$ cat config.mk
export PLATFORM = sky130hd
export DESIGN_NAME = mix_sequence_ctrl
export DESIGN_NICKNAME = d
export VERILOG_FILES = /design/src/rtl/mix_sequence_ctrl.sv
export SDC_FILE = /design/constraint.sdc
export NUM_CORES = 1
export LEC_CHECK = 0
export ABC_AREA = 1
export ABC_CLOCK_PERIOD_IN_PS = 1750
export CAP_MARGIN = 15
export CORE_UTILIZATION = 35
export DETAILED_ROUTE_END_ITERATION = 12
export GPL_ROUTABILITY_DRIVEN = 0
export MAX_ROUTING_LAYER = met4
export PLACE_DENSITY = 0.63
export REMOVE_ABC_BUFFERS = 1
export SLEW_MARGIN = 20
export SYNTH_ARGS = -nofsm -noshare
export SYNTH_HDL_FRONTEND = slang
export SYNTH_SLANG_ARGS = --single-unit
$ cat constraint.sdc
create_clock -name clk -period 1.75 [get_ports clk]
set_input_delay 0.175 -clock clk [delete_from_list [all_inputs] [get_ports clk]]
set_output_delay 0.175 -clock clk [all_outputs]
set_load 0.05 [all_outputs]
$ cat src/rtl/mix_sequence_ctrl.sv
`default_nettype none
// ============================================================================
// Module : mix_sequence_ctrl
// Brief  : PRIME/LOAD/DWELL/DISPENSE valve and pump sequencer for the mixer
//          network. Define CYCLE_COUNT_EN to add the run_count output.
// Rev    : 1.0  initial release
// ============================================================================
module mix_sequence_ctrl #(
    parameter int CNT_W    = 16,
    parameter int PUMP_DIV = 4
) (
    input  logic             clk,
    input  logic             rst_n,
    input  logic             start,
    input  logic             abort,
    input  logic [CNT_W-1:0] t_prime,
    input  logic [CNT_W-1:0] t_load,
    input  logic [CNT_W-1:0] t_dwell,
    input  logic [CNT_W-1:0] t_disp,
    output logic             valve_soln1,
    output logic             valve_soln2,
    output logic             valve_soln3,
    output logic             valve_out,
    output logic [2:0]       pump_ph,
    output logic             busy,
    output logic             done,
    output logic             aborted,
    output logic [2:0]       state
`ifdef CYCLE_COUNT_EN
    ,
    output logic [7:0]       run_count
`endif
);

    typedef enum logic [2:0] {
        S_IDLE     = 3'd0,
        S_PRIME    = 3'd1,
        S_LOAD     = 3'd2,
        S_DWELL    = 3'd3,
        S_DISPENSE = 3'd4,
        S_GAP      = 3'd5,
        S_DONE     = 3'd6
    } state_t;

    localparam int c_div_w = (PUMP_DIV > 1) ? $clog2(PUMP_DIV) : 1;

    state_t             r_state;
    state_t             r_gap_next;
    logic [CNT_W-1:0]   r_timer;
    logic [CNT_W-1:0]   r_tl;
    logic [CNT_W-1:0]   r_tw;
    logic [CNT_W-1:0]   r_td;
    logic [2:0]         r_pidx;
    logic [c_div_w-1:0] r_pdiv;

    state_t             w_state_nxt;
    state_t             w_gap_nxt;
    logic [CNT_W-1:0]   w_timer_nxt;
    logic               w_tick;
    logic               w_launch;
    logic               w_pump_run;
    logic               w_pump_on_nxt;
    logic [2:0]         w_pidx_nxt;
    logic [c_div_w-1:0] w_pdiv_nxt;

    // A zero duration still occupies one cycle, so the timer counts max(t,1)-1 down to 0.
    function automatic logic [CNT_W-1:0] dur_m1(input logic [CNT_W-1:0] t);
        return (t == '0) ? '0 : t - CNT_W'(1);
    endfunction

    function automatic logic [2:0] pump_pat(input logic [2:0] idx);
        case (idx)
            3'd0:    return 3'b100;
            3'd1:    return 3'b110;
            3'd2:    return 3'b010;
            3'd3:    return 3'b011;
            3'd4:    return 3'b001;
            3'd5:    return 3'b101;
            default: return 3'b000;
        endcase
    endfunction

    function automatic logic pump_state(input state_t s);
        return (s == S_PRIME) || (s == S_LOAD) || (s == S_DISPENSE);
    endfunction

    assign w_tick   = (r_timer == '0);
    assign w_launch = (r_state == S_IDLE) && start && !abort;

    always_comb begin
        w_state_nxt = r_state;
        w_gap_nxt   = r_gap_next;
        w_timer_nxt = w_tick ? r_timer : r_timer - CNT_W'(1);
        if ((r_state != S_IDLE) && abort) begin
            w_state_nxt = S_IDLE;
        end else begin
            case (r_state)
                S_IDLE: begin
                    if (w_launch) begin
                        w_state_nxt = S_PRIME;
                        w_timer_nxt = dur_m1(t_prime);
                    end
                end
                S_PRIME: begin
                    if (w_tick) begin
                        w_state_nxt = S_GAP;
                        w_gap_nxt   = S_LOAD;
                    end
                end
                S_LOAD: begin
                    if (w_tick) begin
                        w_state_nxt = S_GAP;
                        w_gap_nxt   = S_DWELL;
                    end
                end
                S_DWELL: begin
                    if (w_tick) begin
                        w_state_nxt = S_GAP;
                        w_gap_nxt   = S_DISPENSE;
                    end
                end
                S_GAP: begin
                    w_state_nxt = r_gap_next;
                    case (r_gap_next)
                        S_LOAD:  w_timer_nxt = dur_m1(r_tl);
                        S_DWELL: w_timer_nxt = dur_m1(r_tw);
                        default: w_timer_nxt = dur_m1(r_td);
                    endcase
                end
                S_DISPENSE: begin
                    if (w_tick) w_state_nxt = S_DONE;
                end
                S_DONE:  w_state_nxt = S_IDLE;
                default: w_state_nxt = S_IDLE;
            endcase
        end
    end

    // Pump position only moves while a pumping stage is active and is carried across stages.
    assign w_pump_run    = pump_state(r_state);
    assign w_pump_on_nxt = pump_state(w_state_nxt);

    always_comb begin
        w_pidx_nxt = r_pidx;
        w_pdiv_nxt = r_pdiv;
        if (w_pump_run) begin
            if (r_pdiv == c_div_w'(PUMP_DIV - 1)) begin
                w_pdiv_nxt = '0;
                w_pidx_nxt = (r_pidx == 3'd5) ? 3'd0 : r_pidx + 3'd1;
            end else begin
                w_pdiv_nxt = r_pdiv + c_div_w'(1);
            end
        end
    end

    always_ff @(posedge clk or negedge rst_n) begin
        if (!rst_n) begin
            r_state     <= S_IDLE;
            r_gap_next  <= S_IDLE;
            r_timer     <= '0;
            r_tl        <= '0;
            r_tw        <= '0;
            r_td        <= '0;
            r_pidx      <= 3'd0;
            r_pdiv      <= '0;
            valve_soln1 <= 1'b0;
            valve_soln2 <= 1'b0;
            valve_soln3 <= 1'b0;
            valve_out   <= 1'b0;
            pump_ph     <= 3'b000;
            busy        <= 1'b0;
            done        <= 1'b0;
            aborted     <= 1'b0;
        end else begin
            r_state    <= w_state_nxt;
            r_gap_next <= w_gap_nxt;
            r_timer    <= w_timer_nxt;
            r_pidx     <= w_pidx_nxt;
            r_pdiv     <= w_pdiv_nxt;
            if (w_launch) begin
                r_tl <= t_load;
                r_tw <= t_dwell;
                r_td <= t_disp;
            end
            // Outputs are decoded from the next state so they line up with the state register.
            valve_soln1 <= (w_state_nxt == S_LOAD);
            valve_soln2 <= (w_state_nxt == S_LOAD);
            valve_soln3 <= (w_state_nxt == S_PRIME);
            valve_out   <= (w_state_nxt == S_DISPENSE);
            pump_ph     <= w_pump_on_nxt ? pump_pat(w_pidx_nxt) : 3'b000;
            busy        <= (w_state_nxt != S_IDLE);
            done        <= (w_state_nxt == S_DONE);
            aborted     <= (r_state != S_IDLE) && abort;
        end
    end

    assign state = r_state;

`ifdef CYCLE_COUNT_EN
    always_ff @(posedge clk or negedge rst_n) begin
        if (!rst_n) begin
            run_count <= 8'd0;
        end else if ((w_state_nxt == S_DONE) && (run_count != 8'hFF)) begin
            run_count <= run_count + 8'd1;
        end
    end
`endif

endmodule
`default_nettype wire
==> results.json <==
{
  "clock-sinks": 84,
  "grt_pass1_wl_um": 29440,
  "fin_setup_tns_ns": -1.150,
  "num_antenna_cells": 0,
  "drt_wl_total_um": 18020,
  "cts_tree": "yes",
  "r2r_slack_ns": -0.13,
  "drtIter0Drc": 486,
  "min_path_type": "input pin to async pin",
  "power_density_nw_per_um2": 1524,
  "ys_async_sr_fraction_pct": 100.0,
  "ys_ff_latch": 84,
  "place_worst_setup_slack_ns": -0.2366,
  "status": "complete, but fails checks",
  "r2r-start": "r_td[1]$_DFFE_PN0P_",
  "drv_slew": 0,
  "worstPathRequired_ns": 2.00,
  "yosysTopAreaCell": "dfrtp_1",
  "max_freq_mhz": 532.2,
  "viasPerCell": 4.814,
  "r2r_end": "r_timer[15]$_DFF_PN0_",
  "htreeDepth": 3,
  "drive_above_1_share_pct": 24.88,
  "fin_nets": 1140,
  "routedWlPerCell_um": 14.03,
  "chipWidth_um": 131.5,
  "final_antenna_net_count": 0,
  "syn_area_um2": 5873,
  "initial_core_util_pct": 36.44,
  "synth_edf_count": 0,
  "drc": 0,
  "synth.yosys.seq_area_share_pct": 35.79,
  "gr-usage-all-layers_pct": 21.92,
  "fill_cells": 1603,
  "clkLatencyLatePin_ns": 0.36,
  "core.rowCount": 46,
  "violations": "setup timing",
  "setup_ws_ns": -0.1289,
  "power.leakage_uw": 0.004150,
  "synth_cells": 874,
  "synth_cell_type_count": 41,
  "cts_max_path_buffers": 2,
  "vias": 6186,
  "skew_ns": 0.009619,
  "grt_pass1_vias": 5979,
  "ys.flop_type": "dfrtp_1",
  "synth_top_area_share_pct": 35.79,
  "utilization_pct": 52.08,
  "grt-ovfl-total": 0,
  "endpoint_kind": "flip-flop",
  "cp_data_arrival_time_ns": 2.13,
  "boundaryPins": 81,
  "die_area_um2": 17300,
  "path_class": "flip-flop to flip-flop",
  "die_h_um": 131.5,
  "setup_violations": 14,
  "design.core.area_um2": 16120,
  "vdd_drop_max_v": 0.0007755,
  "yosys-top-cells-area": "dfrtp_1 36%, nand2_1 20%, nand3_1 7.2%",
  "tightest_slew_ns": 0.4995,
  "cts_made_buffers": 9,
  "areaGrowthSynthToFinish_pct": 42.91,
  "slew_headroom_pct": 66.59,
  "fin_crit_sh_pct": 107.4,
  "hold_viol": 0,
  "rsz0062_at_grt": "true",
  "hpwl_um": 13140,
  "io_buffers": 80,
  "syn_area_per_cell_um2": 6.720,
  "period_minus_slack_ns": 1.879,
  "maxCapViolCount": 0,
  "startpoint_type": "flip-flop",
  "cts_root_buf": "clkbuf_16",
  "cts.clk_slew.worst_paths_ns": 0.07,
  "ys_warn_count": 0,
  "worst_hold_slack_ns": 0.1920,
  "detailedRoute.firstPassIterationCount": 5,
  "antenna_found_initial": 0,
  "rr_worst_depth": 15,
  "cp_max_fo": 7,
  "grt_max_degree": 82
}
==> cells by family after synthesis <==
family | synth area share, %
AOI/OAI and AO/OA | 6.477
xor gates and xnor gates | 4.474
adders and majority gates | 1.704
buffers and inverters | 8.713
DFF | 35.79
muxes | 0.1917
and+or+nand+nor | 42.65
==> worst max-delay path, stage by stage, from the launching register on <==
cell        delay [ns]
dfrtp_1           0.39
inv_2             0.10
ha_4              0.13
inv_2             0.03
nor2_2            0.07
nand2_1           0.05
nor2_1            0.08
nand2_1           0.11
nand2_4           0.11
clkinvlp_4        0.21
nand3_1           0.15
nand3_1           0.09
nand2_1           0.10
nand2_1           0.06
nand2_1           0.05
nand2_1           0.04
==> power breakdown <==
group / switching, uW / leakage, uW / internal [uW] / total [uW]
Clock: 921 / 0.000144 / 1000 / 1920
Sequential: 813 / 0.00105 / 2800 / 3610
Combinational: 4140 / 0.00295 / 3120 / 7260
Total: 5870 / 0.00415 / 6920 / 12800
==> cell usage after synthesis (all sizes together), types with 3 or more instances <==
| master | n |
|---|---|
| inv | 105 |
| nand4 | 29 |
| nand3 | 93 |
| nor4 | 3 |
| o21ai | 51 |
| nor2 | 105 |
| xnor2 | 7 |
| xor2 | 23 |
| ha | 8 |
| dfrtp | 84 |
| buf | 17 |
| or2 | 9 |
| a21oi | 5 |
| nand2 | 324 |
==> worst max-delay path by stage <==
| stage | startpoint | end | cells after the start |
|---|---|---|---|
| 3_5_place_dp | t_prime[4] | r_timer[5]$_DFF_PN0_ | 11 |
| 3_3_place_gp | t_prime[4] | r_timer[13]$_DFF_PN0_ | 11 |
| 4_1_cts | r_td[1]$_DFFE_PN0P_ | r_timer[9]$_DFF_PN0_ | 15 |
| 2_1_floorplan | state[2]$_DFF_PN0_ | pump_ph[2]$_DFF_PN0_ | 9 |
| 6_report | r_td[1]$_DFFE_PN0P_ | r_timer[15]$_DFF_PN0_ | 15 |
| 5_1_grt | r_td[4]$_DFFE_PN0P_ | r_timer[5]$_DFF_PN0_ | 12 |
==> registers in the layout (all words and copies together) (netlist names) <==
name         cells
r_pidx           3
r_gap_next       3
r_tl            16
state            3
valve_soln2      1
valve_soln3      1
aborted          1
busy             1
r_pdiv           2
r_tw            16
done             1
pump_ph          3
r_td            16
valve_out        1
r_timer         16
==> per-layer routing <==
metal	global-route usage, %	vias up	part of all wire (%)
li1	-	3141	-
met1	29.00	2835	46
met2	33.48	180	46
met3	4.167	30	5.6
met4	7.364	0	2.5
met5	-	-	0
==> placed cells by master, fill, tap and decap left out, types with 3 or more instances in the layout <==
cell             netlist  final
ha_1                   8      3
or2_2                  4      3
nor4_1                 3      3
dfrtp_1               84     81
xor2_1                23     23
nand2_2                6     21
clkdlybuf4s50_1        0     76
inv_6                  0      5
nand3_4                1      4
o21ai_2                5      4
inv_1                 92     80
clkbuf_16              0     10
nand4_1               27     27
o21ai_1               23     23
buf_4                  5    110
or2_0                  4      3
o21ai_0               22     22
nor2_4                 6     14
xnor2_1                7      7
ha_4                   0      5
nand2_4                1      3
nand2_1              317    300
buf_6                  2      4
buf_12                 0      3
inv_2                 13     23
dfrtp_2                0      3
nand3_1               85     69
nor2_1                87     75
nor2_2                12     16
nand3_2                7     20
==> area by class of cell <==
class | count | area, um^2 | share of cell area [%]
multi-input cells | 666 | 3561 | 42.43
flip-flops and latches | 84 | 2106 | 25.09
well taps | 216 | 270.3 | 3.220
clock inverters | 7 | 63.81 | 0.7603
repair buffers | 196 | 1754 | 20.90
inverters | 106 | 405.4 | 4.830
clock buffers | 9 | 225.2 | 2.683
repair inverters | 1 | 7.507 | 0.08945
==> timing repair <==
action                                 CTS  global route
setup endpoints to repair               18            69
pin swaps                               12            25
endpoints found under the hold margin   84             0
setup buffers                            3            11
cloned                                   1             1
resized for setup                       22            74
hold buffers                             1             0
==> per-stage QoR <==
step           std cells  power [uW]  instance area [um^2]
6_report            1285       12790                  8393
5_1_grt             1285       13870                  8393
3_3_place_gp        1253        9875                  7616
4_1_cts             1274       12130                  8034
2_1_floorplan        856        7442                  5759
3_5_place_dp        1253        9965                  7616
No activity file was read; power rests on OpenSTA's default activity.
